### config.mk
export PLATFORM = sky130hd
export DESIGN_NAME = half_bias_act
export DESIGN_NICKNAME = d
export VERILOG_FILES = /design/src/rtl/half_pkg.sv /design/src/rtl/half_add.sv /design/src/rtl/half_bias_act.sv
export SDC_FILE = /design/constraint.sdc
export NUM_CORES = 1
export LEC_CHECK = 0
export ABC_CLOCK_PERIOD_IN_PS = 17250
export BUFFER_PORTS_ARGS = -buffer_cell sky130_fd_sc_hd__buf_4
export CAP_MARGIN = 30
export CORE_UTILIZATION = 50
export CTS_BUF_LIST = sky130_fd_sc_hd__clkbuf_4 sky130_fd_sc_hd__clkbuf_8 sky130_fd_sc_hd__clkbuf_16
export DETAILED_ROUTE_END_ITERATION = 6
export PLACE_DENSITY = 0.83
export SLEW_MARGIN = 15
export SYNTH_ARGS = -nofsm -noshare
export SYNTH_HDL_FRONTEND = slang
export SYNTH_SLANG_ARGS = --single-unit
### constraint.sdc
create_clock -name clk -period 17.25 [get_ports clk]
set_input_delay 0.8625 -clock clk [delete_from_list [all_inputs] [get_ports clk]]
set_output_delay 0.8625 -clock clk [all_outputs]
set_load 0.03 [all_outputs]
### src/rtl/half_pkg.sv
// Shared binary16 types, constants, classification helpers and the FSM state
// encoding used by the half-precision pipeline stages.
package half_pkg;

  typedef logic [15:0] half_t;

  localparam half_t HALF_ZERO     = 16'h0000;
  localparam half_t HALF_NEG_ZERO = 16'h8000;
  localparam half_t HALF_QNAN     = 16'h7E00;
  localparam half_t HALF_POS_INF  = 16'h7C00;
  localparam half_t HALF_NEG_INF  = 16'hFC00;

  typedef enum logic [1:0] {
    IDLE = 2'd0,
    RUN  = 2'd1,
    DONE = 2'd2
  } state_t;

  function automatic logic is_nan(input half_t x);
    return (x[14:10] == 5'h1F) && (x[9:0] != 10'h000);
  endfunction

  function automatic logic is_inf(input half_t x);
    return (x[14:10] == 5'h1F) && (x[9:0] == 10'h000);
  endfunction

  // Subnormals carry no weight in this datapath, so they count as zero.
  function automatic logic is_zero(input half_t x);
    return (x[14:10] == 5'h00);
  endfunction

  // Leading-zero count of a 14-bit value; only meaningful for a nonzero input.
  function automatic logic [3:0] lzc14(input logic [13:0] v);
    logic [3:0] n;
    n = 4'd0;
    for (int i = 0; i < 14; i++) begin
      if (v[i]) begin
        n = 4'(13 - i);
      end else begin
        n = n;
      end
    end
    return n;
  endfunction

endpackage

### src/rtl/half_add.sv
// Combinational binary16 adder: round-to-nearest-even, subnormal inputs treated
// as signed zero, subnormal results flushed to +0, exact cancellation gives +0.
module half_add
  import half_pkg::*;
(
  input  half_t a,
  input  half_t b,
  output half_t c
);

  logic              w_swap;
  half_t             w_big;
  half_t             w_small;
  logic              w_eff_sub;
  logic [4:0]        w_exp_diff;
  logic [13:0]       w_man_big;
  logic [13:0]       w_man_sml_pre;
  logic [13:0]       w_man_sml;
  logic [14:0]       w_sum;
  logic [3:0]        w_lz;
  logic [13:0]       w_norm;
  logic signed [6:0] w_exp_norm;
  logic              w_rnd_up;
  logic [11:0]       w_man_rnd;
  logic signed [6:0] w_exp_rnd;
  logic [9:0]        w_frac_rnd;
  half_t             w_c;

  assign w_swap    = (b[14:0] > a[14:0]);
  assign w_big     = w_swap ? b : a;
  assign w_small   = w_swap ? a : b;
  assign w_eff_sub = w_big[15] ^ w_small[15];

  // Align the smaller operand; three extra low bits hold guard, round and sticky.
  always_comb begin
    w_exp_diff    = w_big[14:10] - w_small[14:10];
    w_man_big     = {1'b1, w_big[9:0], 3'b000};
    w_man_sml_pre = {1'b1, w_small[9:0], 3'b000};
    if (w_exp_diff > 5'd13) begin
      w_man_sml = 14'd1;
    end else begin
      w_man_sml = (w_man_sml_pre >> w_exp_diff)
                | {13'd0, |(w_man_sml_pre & ((14'd1 << w_exp_diff) - 14'd1))};
    end
    if (w_eff_sub) begin
      w_sum = {1'b0, w_man_big} - {1'b0, w_man_sml};
    end else begin
      w_sum = {1'b0, w_man_big} + {1'b0, w_man_sml};
    end
  end

  always_comb begin
    w_lz = lzc14(w_sum[13:0]);
    if (w_sum[14]) begin
      w_norm     = {w_sum[14:2], w_sum[1] | w_sum[0]};
      w_exp_norm = $signed({2'b00, w_big[14:10]}) + 7'sd1;
    end else begin
      w_norm     = w_sum[13:0] << w_lz;
      w_exp_norm = $signed({2'b00, w_big[14:10]}) - $signed({3'b000, w_lz});
    end
    w_rnd_up   = w_norm[2] & (w_norm[1] | w_norm[0] | w_norm[3]);
    w_man_rnd  = {1'b0, w_norm[13:3]} + {11'd0, w_rnd_up};
    w_exp_rnd  = w_exp_norm + (w_man_rnd[11] ? 7'sd1 : 7'sd0);
    w_frac_rnd = w_man_rnd[11] ? w_man_rnd[10:1] : w_man_rnd[9:0];
  end

  // Special operands take priority over the normal datapath result.
  always_comb begin
    w_c = HALF_ZERO;
    if (is_nan(a) || is_nan(b)) begin
      w_c = HALF_QNAN;
    end else if (is_inf(a) && is_inf(b) && (a[15] != b[15])) begin
      w_c = HALF_QNAN;
    end else if (is_inf(a)) begin
      w_c = a;
    end else if (is_inf(b)) begin
      w_c = b;
    end else if (is_zero(a) && is_zero(b)) begin
      w_c = {a[15] & b[15], 15'd0};
    end else if (is_zero(a)) begin
      w_c = b;
    end else if (is_zero(b)) begin
      w_c = a;
    end else if (w_sum == 15'd0) begin
      w_c = HALF_ZERO;
    end else if (w_exp_rnd >= 7'sd31) begin
      w_c = {w_big[15], HALF_POS_INF[14:0]};
    end else if (w_exp_rnd <= 7'sd0) begin
      w_c = HALF_ZERO;
    end else begin
      w_c = {w_big[15], w_exp_rnd[4:0], w_frac_rnd};
    end
  end

  assign c = w_c;

endmodule

### src/rtl/half_bias_act.sv
// Bias-add and activation stage: captures a result vector and bias, then writes
// act(vin + bias) one element per cycle. Define HALF_BIAS_LEAKY_EN for leaky ReLU.
module half_bias_act
  import half_pkg::*;
#(
  parameter int HEIGHT = 10
) (
  input  logic  clk,
  input  logic  rst,
  input  logic  start,
  input  half_t vector_in  [HEIGHT],
  input  half_t bias       [HEIGHT],
  output logic  done,
  output half_t vector_out [HEIGHT]
);

  localparam int                 IDX_W    = (HEIGHT > 1) ? $clog2(HEIGHT) : 1;
  localparam logic [IDX_W-1:0]   LAST_IDX = IDX_W'(HEIGHT - 1);
  localparam logic [IDX_W-1:0]   IDX_ONE  = IDX_W'(1);

  state_t           r_state;
  state_t           w_state_nxt;
  logic [IDX_W-1:0] r_idx;
  logic             r_done;
  half_t            r_vin  [HEIGHT];
  half_t            r_bias [HEIGHT];
  half_t            r_out  [HEIGHT];

  logic             w_capture;
  logic             w_write;
  logic             w_done_nxt;
  logic             w_last;
  half_t            w_add_a;
  half_t            w_add_b;
  half_t            w_sum;
  half_t            w_act;

  function automatic half_t act_fn(input half_t x);
    half_t y;
    if (is_nan(x)) begin
      y = HALF_QNAN;
`ifdef HALF_BIAS_LEAKY_EN
    end else if (x == HALF_NEG_INF) begin
      y = HALF_NEG_INF;
    end else if (x[15]) begin
      // Slope 1/8 is an exponent decrement; anything that would go subnormal is -0.
      y = (x[14:10] <= 5'd3) ? HALF_NEG_ZERO : {1'b1, x[14:10] - 5'd3, x[9:0]};
`else
    end else if (x[15]) begin
      y = HALF_ZERO;
`endif
    end else begin
      y = x;
    end
    return y;
  endfunction

  assign w_last  = (r_idx == LAST_IDX);
  assign w_add_a = r_vin[r_idx];
  assign w_add_b = r_bias[r_idx];

  half_add u_add (
    .a (w_add_a),
    .b (w_add_b),
    .c (w_sum)
  );

  assign w_act = act_fn(w_sum);

  always_ff @(posedge clk or posedge rst) begin
    if (rst) begin
      r_state <= IDLE;
    end else begin
      r_state <= w_state_nxt;
    end
  end

  always_comb begin
    w_state_nxt = r_state;
    w_capture   = 1'b0;
    w_write     = 1'b0;
    w_done_nxt  = 1'b0;
    case (r_state)
      IDLE: begin
        if (start) begin
          w_capture   = 1'b1;
          w_state_nxt = RUN;
        end else begin
          w_state_nxt = IDLE;
        end
      end
      RUN: begin
        w_write = 1'b1;
        if (w_last) begin
          w_state_nxt = DONE;
        end else begin
          w_state_nxt = RUN;
        end
      end
      DONE: begin
        w_done_nxt  = 1'b1;
        w_state_nxt = IDLE;
      end
      default: begin
        w_state_nxt = IDLE;
      end
    endcase
  end

  // done is registered off the DONE state, so it rises one edge after the last write.
  always_ff @(posedge clk or posedge rst) begin
    if (rst) begin
      r_idx  <= '0;
      r_done <= 1'b0;
      for (int i = 0; i < HEIGHT; i++) begin
        r_vin[i]  <= HALF_ZERO;
        r_bias[i] <= HALF_ZERO;
        r_out[i]  <= HALF_ZERO;
      end
    end else begin
      r_done <= w_done_nxt;
      if (w_capture) begin
        r_idx <= '0;
        for (int i = 0; i < HEIGHT; i++) begin
          r_vin[i]  <= vector_in[i];
          r_bias[i] <= bias[i];
        end
      end else if (w_write) begin
        r_out[r_idx] <= w_act;
        r_idx        <= w_last ? '0 : (r_idx + IDX_ONE);
      end else begin
        r_idx <= r_idx;
      end
    end
  end

  assign done       = r_done;
  assign vector_out = r_out;

endmodule

==> results.txt, run 1 <==
Outcome -> finished clean
Most frequent cells after synthesis -> dfrtp_1, mux2_2, nand2_1, clkbuf_1, mux2i_1
Routed Wire Length -> 85,000 um
Fmax -> 63.2 MHz
All-layer global routing usage -> 31.8%
Final setup margin -> 1.42 ns
Post-CTS resize count -> 0
Primary FF master, synth -> dfrtp_1
Syn Area/Cell -> 11.8 um^2
Syn Std Cell Area -> 26,000 um^2
CP startpoint -> r_idx[0]$_DFFE_PP0P_
Num CTS Buffers -> 47
Die ar. -> 53,000 um^2
CTS root buffer -> clkbuf_16
Initial Util -> 50.6%
Worst path slowest cell -> dfrtp_4
Final Slew Violations -> 0
Vias -> 20,860
Antenna violations before repair -> 13
Pre-Repair DR Iteration Count -> 6
Largest fanout on the critical path -> 51
Clock-pin slew on the worst setup and hold paths -> 0.08 ns
Worst setup endpoint -> vector_out[38]$_DFFE_PP0P_
Async set or reset register ratio after synthesis -> 100%
RSZ-0062 raised after global routing -> no
Synth cell types -> 103
Worst-Margin Slew -> 0.983 ns
Worst clock skew -> 0.0233 ns
CTS tree -> built
Post-CTS Setup Bufs -> 0
Number of global-route vias before repair -> 21,355
Die Wd -> 230 um
Register-to-register path setup slack -> 1.42 ns
Fill cells -> 3,908
Post-DRT Antenna Nets -> 0
Setup TNS -> 0 ns
Max capacitance violation total -> 0
Critical R2R Launch -> r_idx[0]$_DFFE_PP0P_
WP data arrival -> 16.34 ns
R2R cell count -> 53
Final count of negative-setup-slack endpoints -> 0
Largest net degree at the start of global routing -> 125
DIE HEIGHT -> 230 um
DP Worst Slack -> 1.62 ns
Normalized max-slew margin -> 34.4%
Routed length per placed instance -> 25.2 um
Clk_lat worst skew -> 0.58 ns
Tmin final -> 15.83 ns
Worst endpoint required time -> 17.76 ns
Gr ovfl total -> 0
Crit. End Element -> flip-flop
Number of port buffers -> 473
Ranking of synthesized cells by area -> dfrtp_1, mux2_2, mux4_2, mux2i_1, nand2_1
Gp weighted congestion -> 0.950
First-pass GRT wire length -> 129,000 um
Clock Path Buffers -> 3
Layout cells sized above 1 -> 42.3%
Final hold viol count -> 0
CTS sink count -> 477
Slowest stage delay, CP -> 1.03 ns
I/O pin total -> 484
Post-synth top area cell -> dfrtp_1
Nets@finish -> 3,023
Crit-path most repeated cell -> o21ai_0
# DRC -> 0
Synth warn -> 0
H-Tree Depth -> 2
Post-synth top area share -> 45.9%
CTS hold repair buffers -> 0
Drt via density -> 6.18
Worst min path class -> in2async
P&R area growth vs syn -> 22.7%
RR Endpoint -> vector_out[38]$_DFFE_PP0P_
#FFs+latches synth -> 477
Gate Count Post-Synth -> 2,214
Initial DRC count -> 1,943
WS Path Type -> reg2reg
FP Rows -> 83
CP Launch Type -> flip-flop
DP HPWL -> 63,800 um
EDFF count, synth -> 0
Fin crit share -> 91.8%
Core area -> 51,400 um^2
Top-count cell post-synth -> dfrtp_1
Register area share after synthesis -> 45.9%
## routing by layer
layer / vias up / global-route usage [%] / wire length [um]
met5: - / 0 / 22
met1: 10522 / 39.3 / 33000
li1: 9103 / - / -
met2: 975 / 51.7 / 40400
met4: 4 / 16.1 / 4840
met3: 256 / 7.86 / 6700
## cells by family after synthesis
family                     count (synthesis)  share of synthesized area [%]
and+or+nand+nor                          438                           8.45
xor gates and xnor gates                  32                           1.11
AOI/OAI and AO/OA                        442                           12.0
buffers and inverters                    193                           3.49
adders and majority gates                 48                           2.37
muxes                                    583                           26.7
DFF                                      477                           45.9
other                                      1                         0.0144
## layout make-up
type / instances / area (um^2) / area share [%]
tap: 680 / 851 / 2.67
clock inverter: 16 / 196 / 0.615
multi-input combinational: 1553 / 13200 / 41.4
timing repair buffer: 515 / 4040 / 12.7
sequential: 477 / 11900 / 37.4
inverter: 58 / 225 / 0.706
clock buffer: 67 / 1410 / 4.42
antenna: 11 / 27.5 / 0.0862
## worst min path at each step
stage | cells past startpoint | endpoint | slack (ns) | startpoint
after global placement | 2 | vector_out[44]$_DFFE_PP0P_ | 0.46 | vector_out[44]$_DFFE_PP0P_
after floorplan | 1 | r_vin[100]$_DFFE_PP0P_ | 0.47 | r_vin[100]$_DFFE_PP0P_
final | 2 | r_bias[57]$_DFFE_PP0P_ | 0.41 | rst
after CTS | 2 | r_bias[57]$_DFFE_PP0P_ | 0.45 | rst
after global routing | 2 | r_bias[58]$_DFFE_PP0P_ | 0.50 | rst
after detailed placement | 2 | vector_out[71]$_DFFE_PP0P_ | 0.48 | vector_out[71]$_DFFE_PP0P_
## placed cells by master (no fill, tap or decap), types with 43 or more instances in the layout
master,count
nor2_1,74
mux2_2,435
clkbuf_16,49
ha_1,46
mux4_2,43
nand2_1,160
inv_1,52
o21ai_0,83
buf_4,498
mux2i_1,88
dfrtp_1,475
a21oi_1,84
## registers in the layout (all words and copies together) (netlist names)
register / flops
done: 1
r_bias: 160
r_idx: 4
r_state: 2
r_vin: 160
vector_out: 150
## per-stage QoR
stage	hold slack, ns	instances	util (%)	area [um^2]
CTS	0.451	3355	61.7	31700
global placement	0.464	3266	58.4	30000
floorplan	0.475	2223	-	26100
global route	0.498	3377	62.1	31900
detailed placement	0.476	3272	58.5	30100
finish	0.410	3377	62.1	31900
## worst max-delay path: cells and delay by family, from the launching register on
family	cells	cell delay (ns)
compound gates	23	6.06
xor+xnor	2	0.51
fa+ha+maj	6	2.10
buf+inv	6	1.43
flops	1	1.03
mux	5	1.85
simple gates	11	2.70
Power of run 1 is not shown: default switching activity piles up to over one toggle a cycle in this logic, so the estimate is an artifact.
==> run 2: changes to the inputs <==
==> constraint.sdc (replaced) <==
create_clock -name clk -period 17.25 [get_ports clk]
set_input_delay 2.5875 -clock clk [delete_from_list [all_inputs] [get_ports clk]]
set_output_delay 2.5875 -clock clk [all_outputs]
set_load 0.03 [all_outputs]
==> run 2 against run 1 <==
  * Register-to-register slack better by 0.21 ns
  * First-iteration DRC count down 8.0%
  * Critical path depth down 1
  * Via count up 0.66%
  * Largest cell class unchanged
  * Sequential cell count unchanged
  * Wire length up 1.6%
  * Cell count down 0.18%
  * Clock skew up 0.0057 ns
  * Global-route usage up 0.55 points
==> results.txt, run 2 (same netlist as run 1, synthesis figures left out) <==
Routed length per placed instance -> 25.6 um (+1.8%)
Setup TNS -> 0 ns (unchanged)
CP Launch Type -> flip-flop
Max capacitance violation total -> 0 (unchanged)
Drt via density -> 6.23 (+0.84%)
Outcome -> finished clean
Tmin final -> 15.61 ns (-0.214 ns)
Largest net degree at the start of global routing -> 89 (-29%)
Gp weighted congestion -> 0.952 (+0.17%)
DP HPWL -> 64,900 um (+1.8%)
RSZ-0062 raised after global routing -> no
Worst path slowest cell -> dfrtp_4
Depth of the worst hold-timing path -> 2
Clock Path Buffers -> 3 (unchanged)
CTS root buffer -> clkbuf_16
Core area -> 51,400 um^2 (unchanged)
Number of port buffers -> 473 (unchanged)
All-layer global routing usage -> 32.3% (+0.55 points)
WP data arrival -> 16.12 ns (-0.22 ns)
Register-to-register path setup slack -> 1.64 ns (+0.21 ns)
Worst endpoint required time -> 17.76 ns (about the same)
CTS tree -> built
P&R area growth vs syn -> 22.2%
Pre-Repair DR Iteration Count -> 6 (unchanged)
First-pass GRT wire length -> 130,000 um (+1.0%)
Nets@finish -> 3,017 (-0.20%)
DIE HEIGHT -> 230 um (unchanged)
Die Wd -> 230 um (unchanged)
Commonest non-fill, non-tap cells in the layout -> buf_4, dfrtp_1, mux2_2
Number of global-route vias before repair -> 21,368 (+0.061%)
Final hold viol count -> 0 (unchanged)
I/O pin total -> 484 (unchanged)
Initial DRC count -> 1,788 (-8.0%)
WS Path Type -> reg2reg
Routed Wire Length -> 86,400 um (+1.6%)
Normalized max-slew margin -> 31.5% (-3.0 points)
Fmax -> 64.0 MHz (+1.4%)
Slowest stage delay, CP -> 0.83 ns (-0.20 ns)
CTS hold repair buffers -> 0 (unchanged)
Commonest non-fill, non-tap cell in the layout -> buf_4
H-Tree Depth -> 2 (unchanged)
Num CTS Buffers -> 47 (unchanged)
CTS sink count -> 477 (unchanged)
Vias -> 20,998 (+0.66%)
Final Slew Violations -> 0 (unchanged)
Post-CTS resize count -> 0 (unchanged)
R2R cell count -> 52 (-1.9%)
# DRC -> 0 (unchanged)
Gr ovfl total -> 0 (unchanged)
Post-DRT Antenna Nets -> 0 (unchanged)
Crit-path most repeated cell -> o21ai_0
Largest fanout on the critical path -> 34 (-33%)
Worst clock skew -> 0.0290 ns (+0.00571 ns)
Worst-Margin Slew -> 1.02 ns (+0.0382 ns)
Clock-pin slew on the worst setup and hold paths -> 0.06 ns (-0.02 ns)
Antenna violations before repair -> 12 (-1)
Crit. End Element -> flip-flop
Post-CTS Setup Bufs -> 0 (unchanged)
Die ar. -> 53,000 um^2 (unchanged)
Initial Util -> 50.6% (unchanged)
FP Rows -> 83 (unchanged)
Clk_lat worst skew -> 0.59 ns (about the same)
Worst min path class -> reg2reg
Layout cells sized above 1 -> 42.2% (-0.17 points)
Fin crit share -> 90.5% (-1.2 points)
Final count of negative-setup-slack endpoints -> 0 (unchanged)
run 2: cell types whose count changed in the layout (fill, tap and decap cells not counted), moves of 2 or more:
cell	change
buf_8	-2
clkbuf_16	-2
buf_16	-2
clkinvlp_4	-4
clkinv_2	+3
diode_2	+2
buf_12	+2
clkinv_8	+2
buf_2	-3
run 2: stage by stage:
step           instance area [um^2]  worst slack [ns]  std cells  utilization, %  hold slack (ns)
5_1_grt                       31800             0.333       3369            61.9            0.505
2_1_floorplan                 26100              1.35       2223               -            0.475
3_3_place_gp                  30000              2.37       3266            58.4            0.464
6_report                      31800              1.64       3371            61.9            0.485
3_5_place_dp                  30100              1.95       3270            58.5            0.465
4_1_cts                       31600              1.86       3351            61.5            0.489
run 2: final cells by class:
class | instances | area (um^2)
multi-input combinational | 1553 | 13200
tap | 680 | 851
antenna | 13 | 32.5
timing repair buffer | 509 | 3970
inverter | 58 | 225
sequential | 477 | 11900
clock inverter | 15 | 175
fill | 3904 | 19600
clock buffer | 66 | 1380
run 2: worst paths after layout:
kind                                                  start                     endpoint
worst max-delay path                   r_idx[0]$_DFFE_PP0P_  vector_out[145]$_DFFE_PP0P_
min in group asynchronous                               rst      r_bias[103]$_DFFE_PP0P_
worst max register to register         r_idx[0]$_DFFE_PP0P_  vector_out[145]$_DFFE_PP0P_
max in group asynchronous                               rst  vector_out[126]$_DFFE_PP0P_
worst min-delay path            vector_out[103]$_DFFE_PP0P_  vector_out[103]$_DFFE_PP0P_
worst min register to register  vector_out[103]$_DFFE_PP0P_  vector_out[103]$_DFFE_PP0P_
run 2: per-layer routing:
layer,routed length (um),vias up,global-route usage (%)
li1,-,9093,-
met1,32800,10622,40.0
met2,42100,1005,53.1
met3,6600,276,7.09
met4,4950,2,16.7
met5,11,-,0
run 2: critical path: cells and delay by family (launching register included):
family | cells | cell delay [ns]
AO/OA/AOI/OAI | 23 | 6.18
XOR/XNOR | 2 | 0.34
adder cells (fa/ha/maj) | 5 | 1.91
buffers and inverters | 5 | 1.35
flip-flops | 1 | 0.83
multiplexers | 5 | 1.92
AND/OR/NAND/NOR | 12 | 2.95
Power of run 2 is left out for the same reason.
==> run 3: changes to the inputs <==
==> constraint.sdc (replaced) <==
create_clock -name clk -period 17.25 [get_ports clk]
set_input_delay 3.45 -clock clk [delete_from_list [all_inputs] [get_ports clk]]
set_output_delay 3.45 -clock clk [all_outputs]
set_load 0.03 [all_outputs]
==> run 3 against run 2 <==
  * Final area rose by 0.47%
  * Sequential cell count unchanged
  * Non-clock buffer count increased by 2
  * Count of clock-buffer cells in the layout fell by 3
  * Die area is the same
  * Clock skew decreased by 0.0085 ns
  * Worst setup slack worse by 0.31 ns
  * Cell count is essentially flat
  * Largest cell class unchanged
==> results.txt, run 3 (same netlist as run 1, synthesis figures left out) <==
RSZ-0062 raised after global routing -> no
Post-DRT Antenna Nets -> 0 (unchanged)
Fin crit share -> 92.3% (+1.8 points)
Register-to-register path setup slack -> 1.33 ns (-0.31 ns)
Setup TNS -> 0 ns (unchanged)
CP Launch Type -> flip-flop
DIE HEIGHT -> 230 um (unchanged)
Drt via density -> 6.23 (about the same)
Final count of negative-setup-slack endpoints -> 0 (unchanged)
I/O pin total -> 484 (unchanged)
R2R cell count -> 53 (+1.9%)
Worst endpoint required time -> 17.77 ns (about the same)
Die ar. -> 53,000 um^2 (unchanged)
Tmin final -> 15.92 ns (+0.306 ns)
Worst clock skew -> 0.0205 ns (-0.00846 ns)
Crit. End Element -> flip-flop
DP HPWL -> 63,900 um (-1.5%)
H-Tree Depth -> 2 (unchanged)
First-pass GRT wire length -> 130,000 um (about the same)
Die Wd -> 230 um (unchanged)
Crit-path most repeated cell -> o21ai_0
P&R area growth vs syn -> 22.8%
CTS sink count -> 477 (unchanged)
Num CTS Buffers -> 48 (+2.1%)
Core area -> 51,400 um^2 (unchanged)
Clk_lat worst skew -> 0.60 ns (about the same)
Outcome -> finished clean
Number of global-route vias before repair -> 21,503 (+0.63%)
Largest net degree at the start of global routing -> 200 (+120%)
Final hold viol count -> 0 (unchanged)
Clock Path Buffers -> 3 (unchanged)
Worst path slowest cell -> dfrtp_4
Critical R2R Launch -> r_idx[0]$_DFFE_PP0P_
Largest fanout on the critical path -> 51 (+50%)
WS Path Type -> reg2reg
Final Slew Violations -> 0 (unchanged)
Initial Util -> 50.6% (unchanged)
CTS hold repair buffers -> 0 (unchanged)
Post-CTS Setup Bufs -> 0 (unchanged)
Number of port buffers -> 473 (unchanged)
Routed Wire Length -> 86,500 um (+0.12%)
Commonest non-fill, non-tap cells in the layout -> buf_4, dfrtp_1, mux2_2
RR Endpoint -> vector_out[49]$_DFFE_PP0P_
Post-CTS resize count -> 0 (unchanged)
CTS tree -> built
Pre-Repair DR Iteration Count -> 6 (unchanged)
FP Rows -> 83 (unchanged)
Routed length per placed instance -> 25.6 um (about the same)
Worst setup endpoint -> vector_out[49]$_DFFE_PP0P_
# DRC -> 0 (unchanged)
Fmax -> 62.8 MHz (-1.9%)
Clock-pin slew on the worst setup and hold paths -> 0.06 ns (about the same)
CTS root buffer -> clkbuf_16
CP startpoint -> r_idx[0]$_DFFE_PP0P_
Worst-Margin Slew -> 1.19 ns (+0.166 ns)
Max capacitance violation total -> 0 (unchanged)
Nets@finish -> 3,020 (+0.099%)
Layout cells sized above 1 -> 42.4% (+0.19 points)
Normalized max-slew margin -> 20.8% (-11 points)
Initial DRC count -> 2,267 (+27%)
Gp weighted congestion -> 0.952 (about the same)
Antenna violations before repair -> 7 (-5)
Worst min path class -> reg2reg
Commonest non-fill, non-tap cell in the layout -> buf_4
WP data arrival -> 16.44 ns (+0.32 ns)
All-layer global routing usage -> 32.1% (-0.28 points)
Slowest stage delay, CP -> 1.02 ns (+0.19 ns)
Gr ovfl total -> 0 (unchanged)
Vias -> 21,011 (+0.062%)
## run 3: worst min-delay path by stage
stage               depth (start not counted)                    endpoint  slack, ns                        from
floorplan                                   1      r_vin[100]$_DFFE_PP0P_       0.47      r_vin[100]$_DFFE_PP0P_
global placement                            2  vector_out[46]$_DFFE_PP0P_       0.46  vector_out[46]$_DFFE_PP0P_
detailed placement                          2  vector_out[44]$_DFFE_PP0P_       0.46  vector_out[44]$_DFFE_PP0P_
CTS                                         2  vector_out[44]$_DFFE_PP0P_       0.48  vector_out[44]$_DFFE_PP0P_
global route                                1   vector_out[0]$_DFFE_PP0P_       0.51   vector_out[0]$_DFFE_PP0P_
finish                                      2  vector_out[44]$_DFFE_PP0P_       0.48  vector_out[44]$_DFFE_PP0P_
## run 3: layout make-up
class	count	area, um^2
multi-input combinational	1553	13200
fill	3850	19500
sequential	477	11900
tap	680	851
inverter	58	225
antenna	7	17.5
clock buffer	63	1370
clock inverter	25	327
timing repair buffer	511	3990
## run 3: worst max-delay path: cells and delay by family, from the launching register on
family          cells  cell delay, ns
mux                 5            1.80
simple gates       11            2.69
flops               1            1.02
buf+inv             6            1.38
xor+xnor            2            0.42
compound gates     23            6.21
fa+ha+maj           6            2.29
## run 3: stage by stage
stage / hold slack (ns) / util, % / instances / area [um^2] / setup slack [ns]
after floorplan: 0.475 / - / 2223 / 26100 / 0.492
after global placement: 0.464 / 58.4 / 3266 / 30000 / 1.82
after detailed placement: 0.464 / 58.5 / 3269 / 30000 / 1.60
after CTS: 0.480 / 61.8 / 3357 / 31700 / 1.54
after global routing: 0.507 / 62.2 / 3374 / 32000 / 0.170
final: 0.485 / 62.2 / 3374 / 32000 / 1.33
## run 3: layer usage
metal	part of all wire, %	vias up	global-route usage (%)
met5	0	-	0
met2	48	1108	51.8
met1	38	10548	39.6
met4	5.5	0	17.2
met3	8.2	269	7.85
li1	-	9086	-
Power of run 3 is left out for the same reason.
